## src/rtl/der_zero_cross_detector.sv

```systemverilog
// Slope sign-reversal (peak/trough) detector on derivative samples, with threshold arming and hold-off.
// Optional armed-state timeout is built in when DER_ARM_TIMEOUT_EN is defined.
module der_zero_cross_detector #(
  parameter int IBITS    = 10,
  parameter int HOLDOFF  = 16,
  parameter int CNT_BITS = 16,
  parameter int TIMEOUT  = 64
) (
  input  logic                    clk,
  input  logic                    rst_n,
  input  logic                    der_valid,
  input  logic signed [IBITS-1:0] der_in,
  input  logic [IBITS-2:0]        thr,
  output logic                    evt_pulse,
  output logic                    evt_dir,
  output logic [IBITS-1:0]        evt_mag,
  output logic [CNT_BITS-1:0]     evt_count,
  output logic                    armed,
  output logic                    timeout_pulse
);

  // One counter serves both hold-off (counts down) and armed timeout (counts up).
  localparam int LIMIT_MAX = (HOLDOFF > TIMEOUT) ? HOLDOFF : TIMEOUT;
  localparam int CW        = $clog2(LIMIT_MAX + 1);

  localparam logic [CW-1:0]       ONE_C   = CW'(1);
  localparam logic [CW-1:0]       ZERO_C  = CW'(0);
  localparam logic [IBITS-1:0]    ONE_I   = IBITS'(1);
  localparam logic [CNT_BITS-1:0] ONE_N   = CNT_BITS'(1);
  localparam logic [CNT_BITS-1:0] SAT_N   = {CNT_BITS{1'b1}};

`ifdef DER_ARM_TIMEOUT_EN
  localparam bit TMO_EN = 1'b1;
`else
  localparam bit TMO_EN = 1'b0;
`endif

  typedef enum logic [1:0] {
    IDLE    = 2'd0,
    ARM_POS = 2'd1,
    ARM_NEG = 2'd2,
    HOLD    = 2'd3
  } state_t;

  // The most negative input maps to 2^(IBITS-1), which still fits unsigned.
  function automatic logic [IBITS-1:0] abs_mag(input logic signed [IBITS-1:0] v);
    logic [IBITS-1:0] r;
    r = v[IBITS-1] ? (~v + ONE_I) : v;
    return r;
  endfunction

  state_t                  state_r, state_nxt_s;
  logic [IBITS-1:0]        tracker_r, tracker_nxt_s;
  logic [CW-1:0]           cnt_r, cnt_nxt_s;
  logic                    evt_pulse_r, evt_pulse_nxt_s;
  logic                    evt_dir_r, evt_dir_nxt_s;
  logic [IBITS-1:0]        evt_mag_r, evt_mag_nxt_s;
  logic [CNT_BITS-1:0]     evt_count_r, evt_count_nxt_s;
  logic                    armed_r, armed_nxt_s;
  logic                    tmo_pulse_r, tmo_pulse_nxt_s;

  logic signed [IBITS-1:0] thr_pos_s, thr_neg_s;
  logic [IBITS-1:0]        mag_s;
  logic                    is_neg_s;
  logic                    tmo_hit_s;

  assign thr_pos_s = $signed({1'b0, thr});
  assign thr_neg_s = -thr_pos_s;
  assign mag_s     = abs_mag(der_in);
  assign is_neg_s  = der_in[IBITS-1];
  assign tmo_hit_s = TMO_EN && ((cnt_r + ONE_C) == CW'(TIMEOUT));

  // State register.
  always_ff @(posedge clk or negedge rst_n) begin
    if (!rst_n) begin
      state_r <= IDLE;
    end else begin
      state_r <= state_nxt_s;
    end
  end

  // Next-state logic; a crossing outranks a timeout on the same sample.
  always_comb begin
    state_nxt_s = state_r;
    if (der_valid) begin
      case (state_r)
        IDLE: begin
          if (der_in >= thr_pos_s) begin
            state_nxt_s = ARM_POS;
          end else if (der_in <= thr_neg_s) begin
            state_nxt_s = ARM_NEG;
          end else begin
            state_nxt_s = IDLE;
          end
        end
        ARM_POS: begin
          if (is_neg_s) begin
            state_nxt_s = HOLD;
          end else if (tmo_hit_s) begin
            state_nxt_s = IDLE;
          end else begin
            state_nxt_s = ARM_POS;
          end
        end
        ARM_NEG: begin
          if (!is_neg_s) begin
            state_nxt_s = HOLD;
          end else if (tmo_hit_s) begin
            state_nxt_s = IDLE;
          end else begin
            state_nxt_s = ARM_NEG;
          end
        end
        HOLD: begin
          if (cnt_r == ONE_C) begin
            state_nxt_s = IDLE;
          end else begin
            state_nxt_s = HOLD;
          end
        end
        default: state_nxt_s = IDLE;
      endcase
    end else begin
      state_nxt_s = state_r;
    end
  end

  // Output and datapath next values, keyed off the current/next state pair.
  always_comb begin
    tracker_nxt_s   = tracker_r;
    cnt_nxt_s       = cnt_r;
    evt_pulse_nxt_s = 1'b0;
    evt_dir_nxt_s   = evt_dir_r;
    evt_mag_nxt_s   = evt_mag_r;
    evt_count_nxt_s = evt_count_r;
    tmo_pulse_nxt_s = 1'b0;
    if (der_valid) begin
      case (state_r)
        IDLE: begin
          if (state_nxt_s != IDLE) begin
            tracker_nxt_s = mag_s;
            cnt_nxt_s     = ZERO_C;
          end else begin
            tracker_nxt_s = tracker_r;
          end
        end
        ARM_POS, ARM_NEG: begin
          if (state_nxt_s == HOLD) begin
            evt_pulse_nxt_s = 1'b1;
            evt_dir_nxt_s   = (state_r == ARM_POS);
            evt_mag_nxt_s   = tracker_r;
            evt_count_nxt_s = (evt_count_r == SAT_N) ? evt_count_r : evt_count_r + ONE_N;
            cnt_nxt_s       = CW'(HOLDOFF);
          end else if (state_nxt_s == IDLE) begin
            tmo_pulse_nxt_s = 1'b1;
            cnt_nxt_s       = ZERO_C;
          end else begin
            tracker_nxt_s = (mag_s > tracker_r) ? mag_s : tracker_r;
            cnt_nxt_s     = TMO_EN ? (cnt_r + ONE_C) : cnt_r;
          end
        end
        HOLD: begin
          if (state_nxt_s == IDLE) begin
            cnt_nxt_s = ZERO_C;
          end else begin
            cnt_nxt_s = cnt_r - ONE_C;
          end
        end
        default: cnt_nxt_s = ZERO_C;
      endcase
    end else begin
      cnt_nxt_s = cnt_r;
    end
    armed_nxt_s = (state_nxt_s == ARM_POS) || (state_nxt_s == ARM_NEG);
  end

  // Registered datapath and outputs.
  always_ff @(posedge clk or negedge rst_n) begin
    if (!rst_n) begin
      tracker_r   <= '0;
      cnt_r       <= '0;
      evt_pulse_r <= 1'b0;
      evt_dir_r   <= 1'b0;
      evt_mag_r   <= '0;
      evt_count_r <= '0;
      armed_r     <= 1'b0;
      tmo_pulse_r <= 1'b0;
    end else begin
      tracker_r   <= tracker_nxt_s;
      cnt_r       <= cnt_nxt_s;
      evt_pulse_r <= evt_pulse_nxt_s;
      evt_dir_r   <= evt_dir_nxt_s;
      evt_mag_r   <= evt_mag_nxt_s;
      evt_count_r <= evt_count_nxt_s;
      armed_r     <= armed_nxt_s;
      tmo_pulse_r <= tmo_pulse_nxt_s;
    end
  end

  assign evt_pulse     = evt_pulse_r;
  assign evt_dir       = evt_dir_r;
  assign evt_mag       = evt_mag_r;
  assign evt_count     = evt_count_r;
  assign armed         = armed_r;
  assign timeout_pulse = tmo_pulse_r;

endmodule

```

## config.mk

```make
export PLATFORM = sky130hd
export DESIGN_NAME = der_zero_cross_detector
export DESIGN_NICKNAME = d
export VERILOG_FILES = /design/src/rtl/der_zero_cross_detector.sv
export SDC_FILE = /design/constraint.sdc
export NUM_CORES = 1
export LEC_CHECK = 0
export BUFFER_PORTS_ARGS = -buffer_cell sky130_fd_sc_hd__buf_2
export CORE_ASPECT_RATIO = 2
export CORE_MARGIN = 2
export CORE_UTILIZATION = 60
export CTS_CLUSTER_DIAMETER = 50
export DETAILED_ROUTE_END_ITERATION = 10
export PLACE_DENSITY = 0.82
export SLEW_MARGIN = 20
export SYNTH_ARGS = -nofsm -noshare
export SYNTH_HDL_FRONTEND = slang
export SYNTH_SLANG_ARGS = --single-unit
```

## constraint.sdc

```tcl
create_clock -name clk -period 7.8 [get_ports clk]
set_input_delay 1.17 -clock clk [delete_from_list [all_inputs] [get_ports clk]]
set_output_delay 1.17 -clock clk [all_outputs]
set_load 0.1 [all_outputs]
```

* Word level (Yosys, flattened, before mapping)
Index checks and enable logic that the tools add are counted.
** Word-level totals
- Register bits after elaboration :: 49
- Input bits :: 22
- Output and inout port bits :: 30
- Word-level logic and storage cells :: 66
** Cells by class
- $add $sub $neg :: 4
- Magnitude comparators :: 3
- Equality and inequality tests :: 13
- Multiplexer cells :: 25
- Bitwise operators :: 2
- Reduce and logical (&&, ||, !) cells :: 10
** Operator list (count)
- $mux W10 :: 5
- $mux W7 :: 4
- $pmux W7 S3 :: 1
- $pmux W10 S2 :: 1
- $add A16 B1 Y16 const B :: 1
- $eq A16 B16 Y1 const B :: 1
- $add A10 B1 Y10 const B :: 1
- $ge A10 B10 Y1 :: 1
- $gt A10 B10 Y1 :: 1
- $le A10 B10 Y1 :: 1
- $mux W2 :: 5
- $neg A9 Y10 :: 1
- $not A10 Y10 :: 1
- $eq A2 B2 Y1 const B :: 4
- $mux W1 :: 8
- $ne A2 B2 Y1 const B :: 4
- $pmux W2 S4 :: 1
- $eq A7 B1 Y1 const B :: 1
- $sub A7 B1 Y7 const B :: 1
- $reduce_and A3 Y1 :: 2
- $reduce_and A6 Y1 :: 1
- $eq A2 B1 Y1 const B :: 2
- $logic_not A2 Y1 :: 2
- $reduce_and A4 Y1 :: 1
- 5 further kinds :: 6

* Logic depth before layout (Yosys ltp)
- Depth in word-level cells :: 11
- Mapped depth :: 16
- Mapped depth without buffers :: 16

* Worst setup path before layout
No wires, ideal clock.
- Kind :: input port to flip-flop
- From :: in thr[2]
- To :: reg tracker_r[0]
- Setup time :: 125 ps
- Arrival :: 4606 ps
- Required time :: 7675 ps
- Setup slack :: 3069 ps
- Stages :: 15
- Path buffers :: 1
- Cell sequence :: nor2_1 nand3_1 nor4_1 xnor2_1 ha_1 a21o_1 a2111o_1 nor3_1 a2111oi_0 or3_1 ha_1 nand3b_1 or4_1 buf_6 mux2_4
** On the way
- Longest elaborated chain between the ends :: 9
- Elaborated cells between the ends (all ways) :: 14
- Those cells by class :: 1 x add/sub; 2 x order compare; 4 x eq/ne; 4 x mux; 3 x reduce/logical
** RTL lines
- start: declaration :: RTL line 13 : input logic [IBITS-2:0] thr,
- $neg A9 Y10 :: RTL line 68 : assign thr_neg_s = -thr_pos_s;
- $le A10 B10 Y1 :: RTL line 90 : end else if (der_in <= thr_neg_s) begin
- $mux W2 :: RTL line 90
- $mux W2 * :: RTL line 88 : if (der_in >= thr_pos_s) begin
- $pmux W2 S4 * :: RTL line 86 : case (state_r)
- $mux W2 * :: RTL line 85 : if (der_valid) begin
- $eq A2 B2 Y1 (tied with other cells) :: RTL line 148 : if (state_nxt_s == HOLD) begin
- $ne A2 B2 Y1 (no line)
- $reduce_and A6 Y1 (no line) *
- end signal: assignment :: RTL line 189 : tracker_r <= tracker_nxt_s;
- end: declaration :: RTL line 53 : logic [IBITS-1:0] tracker_r, tracker_nxt_s;
Every way passes the cells marked *; elsewhere a longest branch is shown, timed or not.
A chain may end at the register's enable or synchronous reset.

* Worst setup path in the final report
- From :: in thr[2]
- To :: reg evt_count_r[9], in the netlist evt_count[9]
** On the way
- Longest elaborated chain between the ends :: 8
- Elaborated cells between the ends (all ways) :: 9
- Those cells by class :: 1 x add/sub; 2 x order compare; 1 x eq/ne; 4 x mux; 1 x reduce/logical
** RTL lines
- $neg A9 Y10 :: RTL line 68
- $le A10 B10 Y1 :: RTL line 90
- $mux W2 :: RTL line 90
- $mux W2 * :: RTL line 88
- $pmux W2 S4 * :: RTL line 86
- $mux W2 * :: RTL line 85
- named net state_nxt_s[1] :: RTL line 52 : state_t state_r, state_nxt_s;
- $eq A2 B2 Y1 * :: RTL line 148
- $reduce_and A4 Y1 (no line) *
- end signal: assignment :: RTL line 194 : evt_count_r <= evt_count_nxt_s;
- end: declaration :: RTL line 58 : logic [CNT_BITS-1:0] evt_count_r, evt_count_nxt_s;
Mark *: on every way through the listed nets, which the timed path passes. The rest lies on a longest branch.

==> flow_metrics.env <==
export IMPL_fin_util_pct=69.35
export IMPL_final_antenna_net_count=0
export IMPL_cp_end_kind="register"
export IMPL_cp_arrival_ps=5480
export IMPL_cp_required_ps=8000
export IMPL_grt_usage_pct=25.27
export IMPL_worst_path_stages=17
export IMPL_reg2reg_depth=11
export IMPL_vias=2717
export IMPL_critPathLaunch="thr[2]"
export IMPL_pwr_density_cell_mw_per_mm2=365.7
export IMPL_cts_setup_buffers=0
export IMPL_drc=0
export IMPL_clk_root_buffer_cell="clkbuf_8"
export IMPL_synth_seq_area_share_pct=37.12
export IMPL_drive_gt1_share_pct=19.85
export IMPL_wl_um=7075
export IMPL_multiInputGateArea_mm2=0.001916
export IMPL_ys_ff_latch=49
export IMPL_hold_viol_final=0
export IMPL_numCtsBuffers=5
export IMPL_synth_top_area_share_pct=37.12
export IMPL_syn_area_per_cell_um2=9.602
export IMPL_syn_inst=344
export IMPL_yosys_area_top_type="dfrtp_1"
export IMPL_status="finished, final reports clean"
export IMPL_crit_slowest_cell="nor4_1"
export IMPL_routed_top_layer="met4"
export IMPL_firstDrtPassIters=4
export IMPL_fillers=465
export IMPL_grt_remaining_overflow=0
export IMPL_areaGrowthSynthToFinish_pct=12.80
export IMPL_wl_met2_um=3881
export IMPL_met3_length_um=243
export IMPL_io_buffer_count=51
export IMPL_syn_nets=407
export IMPL_tritoncts="yes"
export IMPL_worstReg2RegEnd="tracker_r[1]"
export IMPL_crit_family="simple AND/OR/NAND/NOR gates"
export IMPL_timing_fmax_mhz=189.6
export IMPL_first_iter_violations=105
export IMPL_antenna_found_initial=0
export IMPL_maxCapViolCount=0
export IMPL_rows=38
export IMPL_clk_latency_ps=320
export IMPL_die_area_mm2=0.006151
export IMPL_max_slew_margin_pct=52.28
export IMPL_die_w_um=56.47
export IMPL_crit_path_start_kind="input pin"
export IMPL_critPathCapture="evt_count[9]"
export IMPL_hp_class="reg2reg"
export IMPL_core_mm2=0.005373
export IMPL_gp_congestion=0.9225
export IMPL_leakagePower_uw=0.001912
export IMPL_peakVddDrop_mv=0.3372
export IMPL_path_cells="buf_2, nor2_1, nand3_1, nor4_1, xnor2_1, ha_1, a21o_1, a2111o_1, nor3_1, a2111oi_0, nor3_1, ha_1, nand3_1, nor4_1, a21boi_2, nand4_1, xnor2_1"
export IMPL_final_common_cell="buf_2"
export IMPL_synth_area_mm2=0.003303
export IMPL_start_util_pct=61.48
export IMPL_nNetsFinal=460
export IMPL_wl_met1_um=2569
export IMPL_grt_pass1_vias=2824
export IMPL_crit_type="in2reg"
export IMPL_num_antenna_cells=0
export IMPL_ios=52
export IMPL_cts_max_path_buffers=2
export IMPL_fin_setup_tns_ps=0
export IMPL_holdCritStartpoint="evt_mag[4]"
export IMPL_reg2reg_from="state_r[1]"
export IMPL_rrSetupSlack_ps=4220
export IMPL_cts_max_level=2
export IMPL_final_cell_mix="buf_2 (50), dfrtp_1 (49), ha_1 (41), inv_1 (34), nand2_1 (31)"
export IMPL_timing_final_setup_violations=0
export IMPL_rsz0062_at_grt="false"
export IMPL_fin_crit_sh_pct=67.63
export IMPL_clk_pin_slew_ps=90
export IMPL_worst_pin_slew_ps=713.8
export IMPL_critPathBufInv=1
export IMPL_skew_ps=10.08
export IMPL_netlist_top_cells_area="dfrtp_1 (37%), ha_1 (16%), xnor2_1 (5.8%), mux2_4 (4.5%), inv_1 (3.9%)"
export IMPL_fp_dieH_um=108.9
export IMPL_path_max_fanout=23
export IMPL_slowest_delay_ps=620
export IMPL_cts_hold_buf=0
export IMPL_drt_wirelength_per_cell_um=15.45
export IMPL_grt_max_degree=50
export IMPL_drv_slew=0
export IMPL_cts_sinks=49
export IMPL_cts_resized=0
export IMPL_synth_distinct_cells=49
export IMPL_ys_warn_count=0
export IMPL_regArea_mm2=0.001226
export IMPL_grt_pass1_wl_um=12160
export IMPL_vias_per_cell=5.932
export IMPL_fin_crit_ps=5275
export IMPL_hpwl_um=5771
==> layout make-up <==
type,instances,area share (%)
tap,60,2.015
clock buffer,6,2.216
multi-input combinational,255,51.41
sequential,49,32.91
clock inverter,2,1.007
inverter,35,3.526
timing repair buffer,51,6.917
==> layer usage <==
layer,vias to the layer above,global-route usage [%]
met5,-,0
met4,0,17.52
met3,25,3.203
met2,78,47.51
met1,1293,24.67
li1,1321,-
==> worst register-to-register path: cells and delay by family (launching register included) <==
family / cells / cell delay, ps
compound gates: 2 / 680
fa+ha+maj: 2 / 510
buf+inv: 1 / 120
simple gates: 4 / 1170
flops: 1 / 430
mux: 2 / 550
==> logic make-up after synthesis <==
| family | Yosys count | share of synthesized area [%] |
|---|---|---|
| flip-flops | 49 | 37.12 |
| AO/OA/AOI/OAI | 65 | 12.80 |
| multiplexers | 15 | 6.212 |
| adder cells (fa/ha/maj) | 41 | 15.53 |
| AND/OR/NAND/NOR | 109 | 16.82 |
| XOR/XNOR | 25 | 6.629 |
| buffers and inverters | 40 | 4.886 |
==> per-stage QoR <==
stage	cell area, µm²	hold WS [ps]	std cells	setup slack [ps]	power [µW]
2_1_floorplan	3303	464.4	344	3069	1027
3_3_place_gp	3603	468.7	450	2362	1151
3_5_place_dp	3603	468.1	450	2170	1175
4_1_cts	3724	488.5	458	2515	1370
5_1_grt	3726	517.2	458	2016	1450
6_report	3726	483.3	458	2525	1363
==> state kept, by name (all words and copies together) (netlist names) <==
register,count
evt_dir,1
cnt_r,7
evt_mag,10
evt_pulse,1
evt_count,16
timeout_pulse,1
state_r,2
armed,1
tracker_r,10
==> worst min path at each step <==
stage / slack [ps] / end / depth (start not counted)
after global placement: 470 / evt_mag[2] / 2
after global routing: 520 / evt_mag[4] / 2
after floorplan: 460 / cnt_r[1] / 2
after CTS: 490 / evt_mag[4] / 2
after detailed placement: 470 / evt_mag[4] / 2
final: 480 / evt_mag[4] / 2
==> cells in the mapped netlist, drive strengths merged <==
master,n
o32a,1
nand3,12
nor2,16
o31ai,6
or4,1
a2111o,1
o41ai,1
a22oi,1
nand3b,2
nor4,4
xnor2,22
nand4,12
o22ai,1
dfrtp,49
nor2b,4
and3,5
ha,41
a21oi,11
a2111oi,2
nand2,31
a21o,7
nor3,8
a31o,1
clkbuf,3
a31oi,2
mux2,14
a21boi,2
or3,3
a221o,1
a211oi,1
nor3b,1
nand2b,9
o21ai,24
nand4b,1
inv,35
xor2,3
o2111ai,1
a211o,1
buf,2
mux2i,1
a22o,1
==> report_power, final <==
group          switching [µW]  internal, µW  total (µW)
Combinational             538           242         781
Clock                    89.3           104         194
Sequential               57.0           332         389
Total                     684           678        1360
(Power assumes the default switching activity.)
